[src/rtl/matrix_scan_scheduler.sv]
// Column-multiplexed scan of a 5x7 LED matrix with blanking gaps.
// Image choice (A/B/alert) is latched only at frame start, so frames never tear.
module matrix_scan_scheduler #(
    parameter int COLUMNS     = 5,
    parameter int ROWS        = 7,
    parameter int BLANK_TICKS = 1,
    parameter int DRIVE_TICKS = 4
) (
    input  logic                    clock,
    input  logic                    reset_n,
    input  logic                    fast_tick,
    input  logic                    slow_tick,
    input  logic [COLUMNS*ROWS-1:0] image_a,
    input  logic [COLUMNS*ROWS-1:0] image_b,
    input  logic [COLUMNS*ROWS-1:0] image_alert,
    input  logic                    alert_req,
    output logic [COLUMNS-1:0]      column_select,
    output logic [ROWS-1:0]         row_data,
    output logic                    frame_done,
    output logic [1:0]              showing
);

    localparam int PIX  = COLUMNS * ROWS;
    localparam int CW   = (COLUMNS > 1) ? $clog2(COLUMNS) : 1;
    localparam int TMAX = (DRIVE_TICKS > BLANK_TICKS) ? DRIVE_TICKS : BLANK_TICKS;
    localparam int TW   = $clog2(TMAX + 1);

    typedef enum logic {
        BLANK,
        DRIVE
    } state_t;

    state_t             state, state_n;
    logic [CW-1:0]      col_idx, col_n;
    logic [TW-1:0]      tick_cnt, tick_n;
    logic               alt_sel, alt_n;
    logic [PIX-1:0]     frame_buf, buf_n;
    logic [COLUMNS-1:0] cs_n;
    logic [ROWS-1:0]    row_n;
    logic               fd_n;
    logic [1:0]         show_n;

    logic [PIX-1:0]     src_img;
    logic [1:0]         src_show;
    logic               blank_end;
    logic               drive_end;
    logic               latch_now;
    logic [PIX-1:0]     view;
    logic [PIX-1:0]     col_bits;

    always_comb begin
        src_img  = alert_req ? image_alert : (alt_sel ? image_b : image_a);
        src_show = alert_req ? 2'd2 : {1'b0, alt_sel};
        blank_end = fast_tick && (state == BLANK)
                  && (tick_cnt == TW'(BLANK_TICKS - 1));
        drive_end = fast_tick && (state == DRIVE)
                  && (tick_cnt == TW'(DRIVE_TICKS - 1));
        latch_now = blank_end && (col_idx == '0);
        // Column 0 must come from the image being latched on this same edge
        view     = latch_now ? src_img : frame_buf;
        col_bits = view >> (ROWS * int'(col_idx));
    end

    always_comb begin
        state_n = state;
        col_n   = col_idx;
        tick_n  = tick_cnt;
        alt_n   = alt_sel ^ slow_tick;
        buf_n   = frame_buf;
        cs_n    = column_select;
        row_n   = row_data;
        fd_n    = 1'b0;
        show_n  = showing;
        if (fast_tick) begin
            unique case (state)
                BLANK: begin
                    if (blank_end) begin
                        state_n = DRIVE;
                        tick_n  = '0;
                        cs_n    = COLUMNS'(1) << col_idx;
                        row_n   = col_bits[ROWS-1:0];
                        if (latch_now) begin
                            buf_n  = src_img;
                            show_n = src_show;
                        end
                    end else begin
                        tick_n = tick_cnt + TW'(1);
                    end
                end
                DRIVE: begin
                    if (drive_end) begin
                        state_n = BLANK;
                        tick_n  = '0;
                        cs_n    = '0;
                        row_n   = '0;
                        if (col_idx == CW'(COLUMNS - 1)) begin
                            col_n = '0;
                            fd_n  = 1'b1;
                        end else begin
                            col_n = col_idx + CW'(1);
                        end
                    end else begin
                        tick_n = tick_cnt + TW'(1);
                    end
                end
                default: state_n = BLANK;
            endcase
        end
    end

    always_ff @(posedge clock or negedge reset_n) begin
        if (!reset_n) begin
            state         <= BLANK;
            col_idx       <= '0;
            tick_cnt      <= '0;
            alt_sel       <= 1'b0;
            frame_buf     <= '0;
            column_select <= '0;
            row_data      <= '0;
            frame_done    <= 1'b0;
            showing       <= 2'd0;
        end else begin
            state         <= state_n;
            col_idx       <= col_n;
            tick_cnt      <= tick_n;
            alt_sel       <= alt_n;
            frame_buf     <= buf_n;
            column_select <= cs_n;
            row_data      <= row_n;
            frame_done    <= fd_n;
            showing       <= show_n;
        end
    end

endmodule

[config.mk]
export PLATFORM = sky130hd
export DESIGN_NAME = matrix_scan_scheduler
export DESIGN_NICKNAME = d
export VERILOG_FILES = /design/src/rtl/matrix_scan_scheduler.sv
export SDC_FILE = /design/constraint.sdc
export NUM_CORES = 1
export LEC_CHECK = 0
export CAP_MARGIN = 20
export CORE_MARGIN = 3
export CORE_UTILIZATION = 26
export CTS_CLUSTER_SIZE = 16
export DETAILED_ROUTE_END_ITERATION = 8
export PLACE_DENSITY_LB_ADDON = 0.25
export SLEW_MARGIN = 10
export SYNTH_ARGS = -nofsm -noshare
export SYNTH_HDL_FRONTEND = slang
export SYNTH_SLANG_ARGS = --single-unit
[constraint.sdc]
create_clock -name clock -period 4 [get_ports clock]
set_input_delay 0.8 -clock clock [delete_from_list [all_inputs] [get_ports clock]]
set_output_delay 0.8 -clock clock [all_outputs]
set_load 0.03 [all_outputs]
==> impl_metrics.ini <==
[flow_run]
drv_cap = 0

[sta]
clock_skew_ns = 0.00553
tightest_slew_ns = 0.979
fin_crit_ns = 3.22
finalWorstSetupSlack_ns = 0.782
grt_setup_unrepaired = no
setup_viol_count_final = 0
final_max_slew_viol_count = 0
hold_viol = 0
peak_freq_mhz = 311
fin_worst_hold_slack_ns = 0.467
timing.final.crit_share = 0.804
slew_headroom = 0.348
setup_tns_ns = 0

[clocking]
tritoncts.num_buffers = 9
root_buffer = sky130_fd_sc_hd__clkbuf_16
htree_levels = 3
buffer_levels_on_the_longest_clock_path = 2
clk_pin_slew_ns = 0.05
cts_tree = done
cts.sink_count = 58
post-cts-setup-buffers = 0
post_cts_resized = 0
worst_skew_pair.late_latency_ns = 0.32
cts_hold_repair.buffers = 0

[global_routing]
global_route_wire_length_before_repair_microns = 16900
number_of_antenna_violations_at_the_first_check_in_global_routing = 0
first_global_vias = 3224
gr-usage-all-layers = 0.145
globalRouteOverflowTotal = 0
grt_start_max_net_pins = 59

[synth]
synthCells = 387
async_reset_ff_frac = 1.00
postSynthRegisterBits = 58
yosys.cell_types.count = 34
synth_top_flop_cell = sky130_fd_sc_hd__dfrtp_1
synth_enable_flop_cells = 0
synth-warning-count = 0
syn-num-nets = 505
syn_avg_cell_area_sq_um = 9.18
register_area_share_after_synthesis = 0.408
netlist_area_before_placement_sq_mm = 0.00355

[setup_path]
timing.critical_path.from = col_idx[0]
worst-endpoint-required_ns = 4.18
worstSetupStartpointType = flop
cpMaxStageDelayCell = sky130_fd_sc_hd__or2_2
critical_path_peak_fanout = 45
critical_path.reg2reg.startpoint = col_idx[0]
cp.arrival_ns = 3.40
timing.critical_path.slowest_cell_delay_ns = 0.81
timing.reg2reg.setup_slack_ns = 0.78
critPathBufInv = 1
critPathKind = reg -> reg
setup.worst_path.end_class = flop
crit_chain = inv_1 -> ha_1 -> or3b_1 -> or2_2 -> o31ai_1 -> o31ai_1 -> o221ai_1
worst_path_dominant_cell_family = simple AND/OR/NAND/NOR gates
cp_common_cell = sky130_fd_sc_hd__o31ai_1

[outcome]
status = finished clean

[cells_and_area]
layout.cells.most_common_list = 122 x sky130_fd_sc_hd__clkdlybuf4s50_1, 57 x sky130_fd_sc_hd__dfrtp_1, 54 x sky130_fd_sc_hd__nor2b_1
antenna_cells = 0
fillers = 1358
area_delta_synth_final_pct = 48.1
final_common_cell = sky130_fd_sc_hd__clkdlybuf4s50_1
layout-drive-gt1-share = 0.110
fin_nets = 620
post-route-cell-area_sq_mm = 0.00526

[place]
place.detailed.hpwl_microns = 8220
port_buffers = 124
gp_congestion = 0.760
dpl_cell_area_sq_mm = 0.00493
preCtsSetupSlack_ns = 0.667

[route]
drtIter0Drc = 196
drt_first_pass_iters = 5
drtAntennaViolNets = 0
dr_total_vias = 3273
post-route-drc-count = 0
avgRoutedWirePerCell_microns = 16.1
vias_per_cell = 4.79
drt_wl_total_microns = 11000

[pwr]
post-layout-total-power_w = 0.00316
max-vdd-ir-drop_mv = 0.256
cellLeakagePower_nw = 2.16
power.density_cell_area_mw_per_mm2 = 601

[die]
design.portCount = 125
floorplan.initialDensity = 0.267
die_width_microns = 123
row_count = 42
dieHeight_microns = 123
core_sq_mm = 0.0133
floorplan.die_area_sq_mm = 0.0151

[min_path]
hold_start = frame_buf[30]
hold_path_class = reg -> reg
## Yosys cell counts, types with 4 or more instances
cell | number | share of area
sky130_fd_sc_hd__dfrtp_1 | 58 | 0.41
sky130_fd_sc_hd__nor2b_1 | 54 | 0.095
sky130_fd_sc_hd__nand2_1 | 35 | 0.037
sky130_fd_sc_hd__o21ai_0 | 28 | 0.039
sky130_fd_sc_hd__a211oi_1 | 21 | 0.044
sky130_fd_sc_hd__clkbuf_1 | 19 | 0.020
sky130_fd_sc_hd__nor2_1 | 18 | 0.019
sky130_fd_sc_hd__mux2_2 | 16 | 0.051
sky130_fd_sc_hd__o31ai_1 | 14 | 0.030
sky130_fd_sc_hd__a31oi_1 | 13 | 0.023
sky130_fd_sc_hd__inv_1 | 13 | 0.014
sky130_fd_sc_hd__a21oi_1 | 9 | 0.013
sky130_fd_sc_hd__ha_1 | 8 | 0.028
sky130_fd_sc_hd__and2_1 | 7 | 0.012
sky130_fd_sc_hd__mux2i_1 | 7 | 0.020
sky130_fd_sc_hd__nor3_1 | 7 | 0.0099
sky130_fd_sc_hd__o221ai_1 | 7 | 0.017
sky130_fd_sc_hd__o31ai_2 | 7 | 0.025
sky130_fd_sc_hd__o32ai_1 | 7 | 0.017
sky130_fd_sc_hd__or2_2 | 7 | 0.012
sky130_fd_sc_hd__nand3_1 | 5 | 0.0070
sky130_fd_sc_hd__and2b_1 | 4 | 0.0085
sky130_fd_sc_hd__buf_1 | 4 | 0.0042
sky130_fd_sc_hd__nand2b_1 | 4 | 0.0070
## worst register-to-register path, delay by kind of cell, from the launching register on
| kind | cells | cell delay, ns |
|---|---|---|
| buffers and inverters | 1 | 0.12 |
| adders and majority gates | 1 | 0.23 |
| DFF | 1 | 0.53 |
| AOI/OAI and AO/OA | 3 | 0.90 |
| and+or+nand+nor | 2 | 1.29 |
## path summary, 6_finish.rpt
check                                      to  cells after the start
worst min register to register  frame_buf[30]                      2
max in group asynchronous        frame_buf[3]                      2
worst min-delay path            frame_buf[30]                      2
min in group asynchronous       frame_buf[27]                      1
worst max register to register    row_data[4]                      7
worst max-delay path              row_data[4]                      7
## per-stage QoR
| stage | std cells | util |
|---|---|---|
| CTS | 682 | 0.394 |
| detailed placement | 666 | 0.371 |
| finish | 683 | 0.396 |
| global route | 683 | 0.396 |
| global placement | 666 | 0.371 |
| floorplan | 387 | - |
## per-layer routing
layer / up-vias / GRT usage / share of wire
li1: 1600 / - / -
met1: 1567 / 0.187 / 0.42
met2: 96 / 0.242 / 0.51
met3: 10 / 0.0380 / 0.058
met4: 0 / 0.0357 / 0.012
met5: - / 0 / 0
## cell type report
cell class	instances	area, sq um	area share
clock buffers	14	274	0.0521
repair buffers	131	1300	0.248
well taps	176	220	0.0418
flip-flops and latches	58	1450	0.276
multi-input cells	289	1930	0.366
clock inverters	2	35.0	0.00666
inverters	13	48.8	0.00927
## where the power goes
part | total (W) | switching, W | internal (W)
Sequential | 0.00101 | 0.000175 | 0.000832
Clock | 0.000790 | 0.000258 | 0.000532
Combinational | 0.00136 | 0.000740 | 0.000625
## cells by family after synthesis
| kind of cell | count (synthesis) | synth area share |
|---|---|---|
| AOI/OAI and AO/OA | 111 | 0.223 |
| muxes | 23 | 0.0704 |
| adders and majority gates | 8 | 0.0282 |
| buffers and inverters | 40 | 0.0489 |
| xor gates and xnor gates | 1 | 0.00247 |
| DFF | 58 | 0.408 |
| and+or+nand+nor | 146 | 0.219 |
## sequential cells by signal (all words and copies together), names as in the netlist
signal	flops
frame_buf	35
row_data	7
column_select	5
col_idx	3
tick_cnt	3
showing	2
alt_sel	1
frame_done	1
state	1
Note: power is estimated with default switching activity, not from simulation.
